--- src/rtl/mipi_rx_ctrl_pkg.sv ---
// Shared definitions for the MIPI RX lane controller: lane states, LP codes, leader word, slip limit.
// Latency: n/a (definitions only).
// Backpressure: n/a (definitions only).
package mipi_rx_ctrl_pkg;

   typedef enum logic [2:0] {
      ST_IDLE    = 3'd0,
      ST_STOP    = 3'd1,
      ST_HS_RQST = 3'd2,
      ST_HS_PREP = 3'd3,
      ST_SYNC    = 3'd4,
      ST_DATA    = 3'd5,
      ST_ERR     = 3'd6
   } lane_state_e;

   localparam logic [7:0] DEFAULT_SYNC_WORD = 8'hB8;
   localparam logic [2:0] MAX_SLIP          = 3'd7;

   // LP line codes, written as {DP, DN}
   localparam logic [1:0] LP_00 = 2'b00;
   localparam logic [1:0] LP_01 = 2'b01;
   localparam logic [1:0] LP_10 = 2'b10;
   localparam logic [1:0] LP_11 = 2'b11;

endpackage

--- src/rtl/mipi_lp_sync.sv ---
// LP line synchronizer: 2-FF metastability chain plus a filter that accepts a code seen on 2 consecutive samples.
// Latency: 4 clocks from a stable line code to lp_code.
// Backpressure: none; free-running sampler.
module mipi_lp_sync
   import mipi_rx_ctrl_pkg::*;
(
   input  logic       clk,
   input  logic       rst_n,
   input  logic       lp_dp,
   input  logic       lp_dn,
   output logic [1:0] lp_code
);

   logic [1:0] meta;
   logic [1:0] sync;
   logic [1:0] prev;

   // Synchronize both lines together; resetting to LP-00 means a line already at LP-11 must still be seen twice
   always_ff @(posedge clk or negedge rst_n) begin
      if (!rst_n) begin
         meta    <= LP_00;
         sync    <= LP_00;
         prev    <= LP_00;
         lp_code <= LP_00;
      end else begin
         meta <= {lp_dp, lp_dn};
         sync <= meta;
         prev <= sync;
         if (sync == prev) begin
            lp_code <= sync;
         end
      end
   end

endmodule

--- src/rtl/mipi_rx_lane_ctrl.sv ---
// MIPI D-PHY RX lane controller: LP handshake, HS settle, leader search with bit-slip, payload forwarding, EOT detect.
// Latency: payload word to RX_DATA/RX_DATA_VALID is 1 clock; LP codes act ~5 clocks after the lines settle.
// Backpressure: none; HS words are consumed as they arrive and the downstream must accept every strobe.
module mipi_rx_lane_ctrl
   import mipi_rx_ctrl_pkg::*;
#(
   parameter int unsigned SETTLE_CYCLES = 6,
   parameter int unsigned SYNC_TIMEOUT  = 64,
   parameter int unsigned EOT_TIMEOUT   = 16,
   parameter logic [7:0]  SYNC_WORD     = DEFAULT_SYNC_WORD
) (
   input  logic       CLK_IN,
   input  logic       RST,
   input  logic       PLL_LOCK,
   input  logic       LP_RX_DP,
   input  logic       LP_RX_DN,
   input  logic [7:0] HS_RX_DATA,
   input  logic       HS_RXD_VALID,
   output logic       HS_EN,
   output logic       LP_EN,
   output logic       RX_TERM_EN,
   output logic       BITSLIP_ADJ,
   output logic [7:0] RX_DATA,
   output logic       RX_DATA_VALID,
   output logic       SOT,
   output logic       EOT,
   output logic       SOT_ERR,
   output logic [2:0] LANE_STATE
);

   // One shared timer: settle count in HS_PREP, dwell in SYNC, idle clocks in DATA
   localparam logic [9:0] SETTLE_LAST = 10'(SETTLE_CYCLES - 1);
   localparam logic [9:0] SYNC_LAST   = 10'(SYNC_TIMEOUT - 1);
   localparam logic [9:0] EOT_LAST    = 10'(EOT_TIMEOUT - 1);

   lane_state_e state;
   lane_state_e state_nxt;
   logic [1:0]  lp_code;
   logic [9:0]  tmr;
   logic [2:0]  slip_cnt;
   logic        skip;
   logic        cmp_vld;
   logic        slip_evt;
   logic        sot_evt;
   logic        eot_evt;
   logic        fwd_vld;

   mipi_lp_sync u_lp_sync (
      .clk     (CLK_IN),
      .rst_n   (RST),
      .lp_dp   (LP_RX_DP),
      .lp_dn   (LP_RX_DN),
      .lp_code (lp_code)
   );

   // A word right after a slip is misaligned garbage, so it is not compared
   assign cmp_vld    = HS_RXD_VALID && !skip;
   assign fwd_vld    = PLL_LOCK && (state == ST_DATA) && HS_RXD_VALID;
   assign LANE_STATE = state;

   // Next-state and event decode; losing PLL lock overrides everything and raises no event
   always_comb begin
      state_nxt = state;
      slip_evt  = 1'b0;
      sot_evt   = 1'b0;
      eot_evt   = 1'b0;
      case (state)
         ST_IDLE:    if (lp_code == LP_11) state_nxt = ST_STOP;
         ST_STOP:    if (lp_code == LP_01) state_nxt = ST_HS_RQST;
         ST_HS_RQST: begin
            case (lp_code)
               LP_00:   state_nxt = ST_HS_PREP;
               LP_11:   state_nxt = ST_STOP;
               LP_10:   state_nxt = ST_ERR;
               default: state_nxt = ST_HS_RQST;
            endcase
         end
         ST_HS_PREP: if (tmr == SETTLE_LAST) state_nxt = ST_SYNC;
         ST_SYNC: begin
            // A leader match in the timeout clock still wins
            if (cmp_vld && (HS_RX_DATA == SYNC_WORD)) begin
               state_nxt = ST_DATA;
               sot_evt   = 1'b1;
            end else if (tmr == SYNC_LAST) begin
               state_nxt = ST_ERR;
            end else if (cmp_vld) begin
               if (slip_cnt < MAX_SLIP) slip_evt  = 1'b1;
               else                     state_nxt = ST_ERR;
            end
         end
         ST_DATA: begin
            if ((lp_code == LP_11) || (!HS_RXD_VALID && (tmr == EOT_LAST))) begin
               state_nxt = ST_IDLE;
               eot_evt   = 1'b1;
            end
         end
         default:    state_nxt = ST_IDLE;
      endcase
      if (!PLL_LOCK) begin
         state_nxt = ST_IDLE;
         slip_evt  = 1'b0;
         sot_evt   = 1'b0;
         eot_evt   = 1'b0;
      end
   end

   // State, shared timer and leader-search bookkeeping
   always_ff @(posedge CLK_IN or negedge RST) begin
      if (!RST) begin
         state    <= ST_IDLE;
         tmr      <= '0;
         slip_cnt <= '0;
         skip     <= 1'b0;
      end else begin
         state <= state_nxt;
         if ((state_nxt != state) || ((state == ST_DATA) && HS_RXD_VALID)) tmr <= '0;
         else                                                              tmr <= tmr + 10'd1;
         if ((state_nxt == ST_SYNC) && (state != ST_SYNC)) begin
            slip_cnt <= '0;
            skip     <= 1'b0;
         end else if (slip_evt) begin
            slip_cnt <= slip_cnt + 3'd1;
            skip     <= 1'b1;
         end else if ((state == ST_SYNC) && HS_RXD_VALID && skip) begin
            skip <= 1'b0;
         end
      end
   end

   // Registered outputs decoded from the next state so they line up with LANE_STATE
   always_ff @(posedge CLK_IN or negedge RST) begin
      if (!RST) begin
         HS_EN         <= 1'b0;
         LP_EN         <= 1'b0;
         RX_TERM_EN    <= 1'b0;
         BITSLIP_ADJ   <= 1'b0;
         SOT           <= 1'b0;
         EOT           <= 1'b0;
         SOT_ERR       <= 1'b0;
         RX_DATA_VALID <= 1'b0;
         RX_DATA       <= 8'h00;
      end else begin
         LP_EN         <= PLL_LOCK && (state_nxt inside {ST_IDLE, ST_STOP, ST_HS_RQST});
         HS_EN         <= state_nxt inside {ST_HS_PREP, ST_SYNC, ST_DATA};
         RX_TERM_EN    <= state_nxt inside {ST_HS_PREP, ST_SYNC, ST_DATA};
         BITSLIP_ADJ   <= slip_evt;
         SOT           <= sot_evt;
         EOT           <= eot_evt;
         SOT_ERR       <= (state_nxt == ST_ERR);
         RX_DATA_VALID <= fwd_vld;
         if (fwd_vld) begin
            RX_DATA <= HS_RX_DATA;
         end
      end
   end

endmodule

--- config.mk ---
export PLATFORM = sky130hd
export DESIGN_NAME = mipi_rx_lane_ctrl
export DESIGN_NICKNAME = d
export VERILOG_FILES = /design/src/rtl/mipi_rx_ctrl_pkg.sv /design/src/rtl/mipi_lp_sync.sv /design/src/rtl/mipi_rx_lane_ctrl.sv
export SDC_FILE = /design/constraint.sdc
export NUM_CORES = 1
export LEC_CHECK = 0
export CORE_UTILIZATION = 51
export CTS_BUF_LIST = sky130_fd_sc_hd__clkbuf_4 sky130_fd_sc_hd__clkbuf_8
export CTS_CLUSTER_DIAMETER = 150
export DETAILED_ROUTE_END_ITERATION = 16
export DONT_BUFFER_PORTS = 1
export GPL_ROUTABILITY_DRIVEN = 1
export PLACE_DENSITY_LB_ADDON = 0.2
export SETUP_SLACK_MARGIN = 0.02
export SYNTH_ARGS = -nofsm -noshare
export SYNTH_HDL_FRONTEND = slang
export SYNTH_HIERARCHICAL = 1
export SYNTH_SLANG_ARGS = --single-unit
--- constraint.sdc ---
create_clock -name CLK_IN -period 2.6 [get_ports CLK_IN]
set_input_delay 0.26 -clock CLK_IN [delete_from_list [all_inputs] [get_ports CLK_IN]]
set_output_delay 0.26 -clock CLK_IN [all_outputs]
set_load 0.1 [all_outputs]
Yosys cells after proc, flatten, opt, wreduce, memory -nomap -nowiden
Cells that the tools add are included.
{"block": "word_totals", "reg_bits": 40, "latch_bits": 0, "ram_bits": 0, "romBits": 0, "in_bits": 14, "output_inout_bits": 19, "word_cells": 90, "mem_count": 0}
{"block": "classes", "addsub": 2, "mul": 0, "div_mod_pow": 0, "order_cmp": 1, "eq_ne": 21, "n_shift": 0, "muxes": 29, "bitwise": 0, "n_reduce_logical": 21}
{"op": "$mux 3", "n": 11}
{"op": "$pmux 3 s6", "n": 1}
{"op": "$eq 3x3->1 const B", "n": 5}
{"op": "$mux 1", "n": 15}
{"op": "$eq 3x2->1 const B", "n": 4}
{"op": "$add 10x1->10 const B", "n": 1}
{"op": "$eq 10x3->1 const B", "n": 1}
{"op": "$eq 10x4->1 const B", "n": 1}
{"op": "$eq 10x6->1 const B", "n": 1}
{"op": "$logic_and 1x1->1", "n": 10}
{"op": "$mux 10", "n": 1}
{"op": "$pmux 3 s3", "n": 1}
{"op": "$reduce_bool 3->1", "n": 3}
{"op": "$eq 8x8->1 const B", "n": 1}
{"op": "$eq 3x1->1 const B", "n": 2}
{"op": "$logic_not 3->1", "n": 2}
{"op": "$eq 2x2->1 const B", "n": 2}
{"op": "$add 3x1->3 const B", "n": 1}
{"op": "$lt 3x3->1 const B", "n": 1}
{"op": "$ne 3x3->1", "n": 1}
{"op": "$ne 3x3->1 const B", "n": 1}
{"op": "$eq 2x1->1 const B", "n": 1}
{"op": "$eq 2x2->1", "n": 1}
{"op": "$logic_not 1->1", "n": 2}
{"op": "other kinds (3)", "n": 4}

Depth between registers and ports, before layout
Gate-level depths: netlist (run 1).
{"block": "depth", "depth_word": 10, "ltp_mapped": 7, "depth_no_buf": 7}

By module
The synthesis (run 1) kept the hierarchy.
{"mod": "mipi_rx_lane_ctrl", "n_inst": 1, "cells_per_inst": 170, "area_each_um2": 1826.8, "seq_area_each_um2": 800.8}
{"mod": "mipi_lp_sync", "n_inst": 1, "cells_per_inst": 16, "area_each_um2": 250.2, "seq_area_each_um2": 200.2}

Worst setup path before layout (run 1)
OpenSTA, ideal clock, no wires.
{"block": "synth_path", "kind": "reg-to-reg", "from": "reg state[2] (netlist: LANE_STATE[2])", "to": "reg RX_TERM_EN", "setup_time_ns": 0.125, "arrival_ns": 2.285, "required_time_ns": 2.475, "path_slack_ns": 0.190, "path_stages_with_launch": 6, "path_buffers": 0, "synth_period_minus_slack_ns": 2.410, "cell_sequence": "dfrtp_1 > or3b_1 > a31oi_2 > a21bo_2 > a21oi_4 > mux2_2"}
{"block": "synth_between", "elab_cells_between_ends": 20, "classes_between": "eq/ne: 8; mux: 10; reduce/logical: 2"}
{"item": "start, declared", "line_no": "mipi_rx_lane_ctrl.sv:36", "source": "lane_state_e state;"}
{"item": "start signal, assigned", "line_no": "mipi_rx_lane_ctrl.sv:115", "source": "state <= state_nxt;"}
{"item": "$eq 3x3->1 (tied with other cells)", "line_no": "mipi_rx_lane_ctrl.sv:67", "source": "case (state)"}
{"item": "$pmux 3 s6 (*)", "line_no": "mipi_rx_lane_ctrl.sv:67"}
{"item": "$mux 3 (*)", "line_no": "mipi_rx_lane_ctrl.sv:99", "source": "if (!PLL_LOCK) begin"}
{"item": "net state_nxt[1]", "line_no": "mipi_rx_lane_ctrl.sv:37", "source": "lane_state_e state_nxt;"}
{"item": "$eq 3x2->1 / $eq 3x3->1 (equally long branches)", "line_no": "mipi_rx_lane_ctrl.sv:145", "source": "RX_TERM_EN <= state_nxt inside {ST_HS_PREP, ST_SYNC, ST_DATA};"}
{"item": "$reduce_bool 3->1 (*)", "line_no": "mipi_rx_lane_ctrl.sv:145"}
{"item": "end signal, assigned", "line_no": "mipi_rx_lane_ctrl.sv:145"}
{"item": "end, declared", "line_no": "mipi_rx_lane_ctrl.sv:21", "source": "output logic RX_TERM_EN,"}
Mark *: on every way through the listed nets, which the timed path passes. The rest lies on a longest branch.
A chain may end at the register's enable or synchronous reset.

Worst setup path in the final report (run 1)
{"block": "layout_path", "from": "reg state[0] (netlist: LANE_STATE[0])", "to": "reg tmr[2]"}
{"block": "layout_between", "elab_chain_len": 9, "elab_cells_between_ends": 20, "classes_between": "eq/ne: 6; mux: 11; reduce/logical: 3"}
{"item": "$mux 3", "line_no": "mipi_rx_lane_ctrl.sv:87", "source": "if (slip_cnt < MAX_SLIP) slip_evt = 1'b1;"}
{"item": "$mux 3", "line_no": "mipi_rx_lane_ctrl.sv:86", "source": "end else if (cmp_vld) begin"}
{"item": "$mux 3", "line_no": "mipi_rx_lane_ctrl.sv:84", "source": "end else if (tmr == SYNC_LAST) begin"}
{"item": "$mux 3", "line_no": "mipi_rx_lane_ctrl.sv:81", "source": "if (cmp_vld && (HS_RX_DATA == SYNC_WORD)) begin"}
{"item": "$pmux 3 s6", "line_no": "mipi_rx_lane_ctrl.sv:67"}
{"item": "$mux 3", "line_no": "mipi_rx_lane_ctrl.sv:99"}
{"item": "$ne 3x3->1", "line_no": "mipi_rx_lane_ctrl.sv:116", "source": "if ((state_nxt != state) || ((state == ST_DATA) && HS_RXD_VALID)) tmr <= '0;"}
{"item": "$logic_or 1x1->1 (*)", "line_no": "mipi_rx_lane_ctrl.sv:116"}
{"item": "$mux 10 (*)", "line_no": "mipi_rx_lane_ctrl.sv:116"}
{"item": "end signal, assigned", "line_no": "mipi_rx_lane_ctrl.sv:117", "source": "else tmr <= tmr + 10'd1;"}
{"item": "end, declared", "line_no": "mipi_rx_lane_ctrl.sv:39", "source": "logic [9:0] tmr;"}
Every way passes the cells marked *; elsewhere a longest branch is shown, timed or not.

==> results of run 1 <==
where the power goes:
part           total, mW  internal, mW  switching (mW)
combinational      0.377         0.150           0.227
sequential         0.889         0.679           0.209
clock              0.410         0.187           0.223
total               1.68          1.02           0.659
routing by layer:
| layer | track usage, % | wire length (microns) | vias to the layer above |
|---|---|---|---|
| met5 | 0 | 0 | - |
| met4 | 5.707 | 42 | 0 |
| met3 | 6.379 | 245 | 6 |
| met2 | 36.73 | 1953 | 45 |
| met1 | 25.99 | 1804 | 717 |
| li1 | - | - | 691 |
cells in the final DEF (no fill, tap or decap), types with 2 or more instances in the layout:
cell            n
a211oi_2        2
a21oi_1         6
a31oi_1         3
and2_1          2
and3_1          6
and4bb_2        2
buf_4           4
clkbuf_8        5
clkinv_2        2
dfrtp_1        39
dlygate4sd3_1   3
ha_1            7
inv_1           6
mux2_2          9
nand2_1        11
nand3_1         7
nand4_1         3
nor2_1         14
nor3_1          2
nor4_1         10
o21ai_0         2
o21ai_1         3
o31ai_1         2
or3b_1          3
xnor2_1         6
xor2_1          6
sequential cells by signal (all words and copies together) (netlist names), 2 cells and up:
signal,count
RX_DATA,8
LANE_STATE,3
u_lp_sync/sync,2
u_lp_sync/lp_code,2
slip_cnt,3
tmr,10
u_lp_sync/prev,2
u_lp_sync/meta,2
final cells by class:
| type | count | area (sq um) |
|---|---|---|
| fillers | 315 | 1498 |
| well taps | 48 | 60.06 |
| repair buffers | 8 | 80.08 |
| clock inverters | 3 | 18.77 |
| inverters | 6 | 22.52 |
| flip-flops and latches | 40 | 1002 |
| clock buffers | 5 | 68.82 |
| multi-input cells | 135 | 1021 |
timing repair:
action,4_1_cts,5_1_grt
hold endpoints to repair,42,0
hold buffers,4,0
endpoints found under the setup margin,0,0
kinds of logic after synthesis:
| logic type | Yosys count |
|---|---|
| and+or+nand+nor | 79 |
| DFF | 40 |
| AOI/OAI and AO/OA | 27 |
| xor gates and xnor gates | 12 |
| buffers and inverters | 11 |
| muxes | 10 |
| adders and majority gates | 7 |
final timing paths:
| kind | startpoint | to | slack, ns | depth (start not counted) |
|---|---|---|---|---|
| worst max-delay path | LANE_STATE[0] | tmr[2] | 0.39 | 5 |
| worst min-delay path | HS_RX_DATA[2] | RX_DATA[2] | 0.11 | 1 |
| worst max register to register | LANE_STATE[0] | tmr[2] | 0.39 | 5 |
| worst min register to register | u_lp_sync/meta[0] | u_lp_sync/sync[0] | 0.35 | 0 |
| max in group asynchronous | RST | RX_TERM_EN | 1.99 | 2 |
| min in group asynchronous | RST | tmr[5] | 0.41 | 2 |
metrics by stage:
stage          total power, mW  cells  hold slack [ns]  worst slack (ns)  utilization (%)
3_5_place_dp             1.255    233         -0.03447            0.4109            56.64
3_3_place_gp             1.237    233         -0.03450            0.4691            56.64
6_report                 1.676    245           0.1119            0.3913            60.29
5_1_grt                  1.764    245          0.09921            0.2370            60.29
4_1_cts                  1.687    245           0.1000            0.3964            60.29
2_1_floorplan            1.179    186         -0.03559            0.1900                -
==> results_dict.tcl, run 1 <==
set metrics [dict create \
    cts_buffer_depth 2 \
    synthToLayoutAreaGrowth_pct 9.458 \
    die_w_microns 65.82 \
    overflow 0 \
    ys_seq_elements 40 \
    cp-start-kind "flop" \
    synth_xor_area_share_pct 5.060 \
    cts.sinks 40 \
    grt_max_degree 41 \
    synth_top_family_by_area "simple AND/OR/NAND/NOR gates" \
    postSynthCellCount 186 \
    maxCapViolations 0 \
    grtUsageTotal_pct 21.42 \
    p_leak_nw 1.045 \
    antenna_cells 0 \
    crit_fanout 18 \
    synth-compound-area-share_pct 10.36 \
    yosys-top-cells-count "dfrtp_1, nor2_1, nand2_1, nor4_1, mux2_2" \
    synth_mux_area_share_pct 5.361 \
    place_congestion 0.8573 \
    grt_pass1_vias 1570 \
    ys_types 53 \
    vias_per_cell 5.955 \
    post-cts-setup-buffers 0 \
    synth_fa_ha_area_share_pct 4.217 \
    status "complete, no violations" \
    ir_drop_uv 511.0 \
    cts_tree "done" \
    cp_top_family "compound AO/OA/AOI/OAI gates" \
    drive_gt1_share_pct 20.30 \
    rows 22 \
    hpwlAfterDp_microns 2912 \
    ys_warn_count 6 \
    pin_count 33 \
    critical_path_class "flop to flop" \
    totalWireLength_microns 4046 \
    p_per_area_nw_per_um2 737.1 \
    syn_avg_cell_area_sq_um 11.17 \
    first_iter_violations 52 \
    start_util_pct 55.08 \
    drt_pass1_iterations 4 \
    synth_simple_gate_area_share_pct 24.16 \
    async_flop_share_pct 100.0 \
    cts_root_buf "clkbuf_8" \
    crit_chain "or3b_1, a31oi_2, a21bo_2, a211oi_4, nor4_1" \
    fmax_mhz 452.8 \
    grt_pass1_wl_microns 6989 \
    period_share_pct 84.95 \
    synthFlopType "dfrtp_1" \
    nets 217 \
    cpPeakStageDelay_ns 0.58 \
    core-area_sq_um 3771 \
    slew_headroom_pct 37.78 \
    arrival_ns 2.36 \
    clock_skew_ns 0.007194 \
    final_area_sq_um 2273 \
    hp-class "input port to flop" \
    grt_antenna_before_repair 0 \
    rsz0062_at_grt "false" \
    cp-end-kind "flop" \
    io_buffers 0 \
    synth_top_cells_by_area "dfrtp_1, mux2_2, ha_1, nor4_1, nor2_1" \
    drc 0 \
    synthesis.area_sq_um 2077 \
    h-tree-depth 2 \
    yosysTopAreaCell "dfrtp_1" \
    ys_seq_area_share_pct 48.19 \
    wl_per_cell_microns 16.51 \
    hold_viol_final 0 \
    critPathBufInv 0 \
    synth.most_common_cell "dfrtp_1" \
    clkTransAtPathRegs_ns 0.08 \
    vias 1459 \
    setup_violations 0 \
    dieHeight_microns 65.82 \
    synth_edf_count 0 \
    slowest_stage "dfrtp_1" \
    worst_pin_slew_ns 0.9361 \
    ant_nets 0 \
    synth_top_area_share_pct 48.19 \
    cp_data_required_time_ns 2.75 \
    synthesis.nets 207 \
    cts.repair.resized 0 \
    fin_crit_ns 2.209 \
    clk_latency_ns 0.30 \
    placed_area_sq_um 2136 \
    slew_viol_final 0 \
    cts_buffers 5 \
    die_area_sq_um 4332 \
    tns_ns 0 \
]
No activity file was read; power rests on OpenSTA's default activity.
==> run 2, diff against run 1 <==
- clock period: 2.6 -> 2 ns (I/O delays scaled with it)
==> results_dict.tcl, run 2 (synthesized netlist as in run 1, its figures left out) <==
set metrics [dict create \
    status "finished with violations" \
    failed_checks "negative setup slack" \
    drc 0 \
    grt_antenna_before_repair 0 \
    grt_pass1_vias 1618 \
    arrival_ns 2.19 \
    grt_pass1_wl_microns 7472 \
    cts.sinks 40 \
    p_per_area_nw_per_um2 917.7 \
    comb_power_share_pct 36.3 \
    slew_viol_final 0 \
    start_util_pct 55.08 \
    io_buffers 0 \
    setup_violations 2 \
    cts_buffers 5 \
    tns_ns -0.03199 \
    hpwlAfterDp_microns 3078 \
    vias 1551 \
    fmax_mhz 493.5 \
    antenna_cells 0 \
    switching_power_uw 899.1 \
    wl_per_cell_microns 16.01 \
    ant_nets 0 \
    regMostFlops "tmr" \
    cts_tree "done" \
    cp-end-kind "flop" \
    clockPowerShare_pct 22.6 \
    clock_skew_ns 0.002700 \
    die_w_microns 65.82 \
    p_seq_share_pct 41.1 \
    rows 22 \
    fin_crit_ns 2.026 \
    h-tree-depth 2 \
    top_regs "tmr x10, RX_DATA x8" \
    drive_gt1_share_pct 36.28 \
    clk_latency_ns 0.29 \
    p_leak_nw 1.207 \
    totalWireLength_microns 4386 \
    core-area_sq_um 3771 \
    worst_pin_slew_ns 0.5462 \
    clkTransAtPathRegs_ns 0.07 \
    cts_root_buf "clkbuf_8" \
    switching_share_pct 37.41 \
    worst_slack_ns -0.02628 \
    slew_headroom_pct 63.88 \
    largest_reg_flops 10 \
    nets 246 \
    rsz0062_at_grt "true" \
    die_area_sq_um 4332 \
    ir_drop_uv 587.5 \
    overflow 0 \
    cp-start-kind "flop" \
    cts_buffer_depth 2 \
    synthToLayoutAreaGrowth_pct 26.08 \
    critical_path_class "flop to flop" \
    vias_per_cell 5.661 \
    grt_max_degree 41 \
    finalPower_mw 2.403 \
    maxCapViolations 0 \
    pin_count 33 \
    final_common_cell "dfrtp_1" \
    internal_power_mw 1.504 \
    hp-class "input port to flop" \
    dieHeight_microns 65.82 \
    grtUsageTotal_pct 23.12 \
    period_share_pct 101.3 \
    first_iter_violations 66 \
    place_congestion 0.9209 \
    crit_fanout 4 \
    cp_data_required_time_ns 2.17 \
    layout_common_cells "dfrtp_1, buf_4, nor2_1, nand2_1, nor4_1" \
    drt_pass1_iterations 4 \
    hold_viol_final 0 \
]
==> run 2: changes by cell type in the layout (fill, tap and decap cells not counted), moves of 2 or more <==
cell	change
a211oi_2	-2
a211oi_4	+2
buf_4	+27
dfrtp_1	-3
dfrtp_4	+3
nand2_1	-2
==> run 2: layout make-up <==
| class | instances | area, sq um |
|---|---|---|
| Fill cell | 249 | 1152 |
| Multi-Input combinational cell | 135 | 1116 |
| Sequential cell | 40 | 1013 |
| Timing Repair Buffer | 37 | 314.1 |
| Clock buffer | 6 | 82.58 |
| Tap cell | 48 | 60.06 |
| Inverter | 6 | 22.52 |
| Clock inverter | 2 | 10.01 |
==> run 2: critical path, cell delays in order (launching register included) <==
cell and delay, ns:
dfrtp_1 0.39, inv_1 0.06, ha_1 0.30, and4bb_1 0.19, a31oi_1 0.17, or4b_4 0.50, nor3_4 0.19, o21ai_1 0.10
==> run 2: worst paths after layout <==
kind | from | endpoint | slack, ns | depth (start not counted)
max | u_lp_sync/lp_code[0] | skip | -0.03 | 7
min | PLL_LOCK | LP_EN | 0.05 | 2
max reg2reg | u_lp_sync/lp_code[0] | skip | -0.03 | 7
min reg2reg | u_lp_sync/meta[1] | u_lp_sync/sync[1] | 0.35 | 0
max in group asynchronous | RST | LANE_STATE[1] | 1.42 | 2
min in group asynchronous | RST | tmr[0] | 0.36 | 2
==> run 2: per-layer routing <==
metal | track usage [%] | vias to the layer above | part of all wire [%]
li1 | - | 755 | -
met1 | 26.71 | 755 | 43
met2 | 41.71 | 36 | 51
met3 | 5.862 | 5 | 5.0
met4 | 6.522 | 0 | 0.75
met5 | 0 | - | 0
==> run 2: repair_timing <==
action	in CTS	in global routing
hold buffers	4	0
hold endpoints to repair	42	0
cloned	0	0
resized for setup	9	9
buffers inserted	4	0
pin swaps	0	1
setup endpoints to repair	15	25
==> run 2: through the flow <==
| step | hold slack [ns] | utilization [%] | setup WS [ns] | cells | area, sq um |
|---|---|---|---|---|---|
| CTS | 0.03948 | 68.22 | -0.02574 | 274 | 2572 |
| detailed placement | -0.09463 | 62.41 | -0.09374 | 258 | 2354 |
| global route | 0.04601 | 69.44 | -0.1367 | 274 | 2619 |
| global placement | -0.09460 | 62.41 | -0.01853 | 258 | 2354 |
| floorplan | -0.09559 | - | -0.06664 | 186 | 2095 |
| finish | 0.04894 | 69.44 | -0.02628 | 274 | 2619 |
==> run 2: power by group through the flow <==
stage	combinational (mW)	sequential, mW	clock [mW]
4_1_cts	0.827	0.986	0.558
6_report	0.872	0.989	0.543
3_5_place_dp	0.723	1.00	0
5_1_grt	0.936	1.00	0.592
2_1_floorplan	0.363	1.18	0
3_3_place_gp	0.706	0.995	0
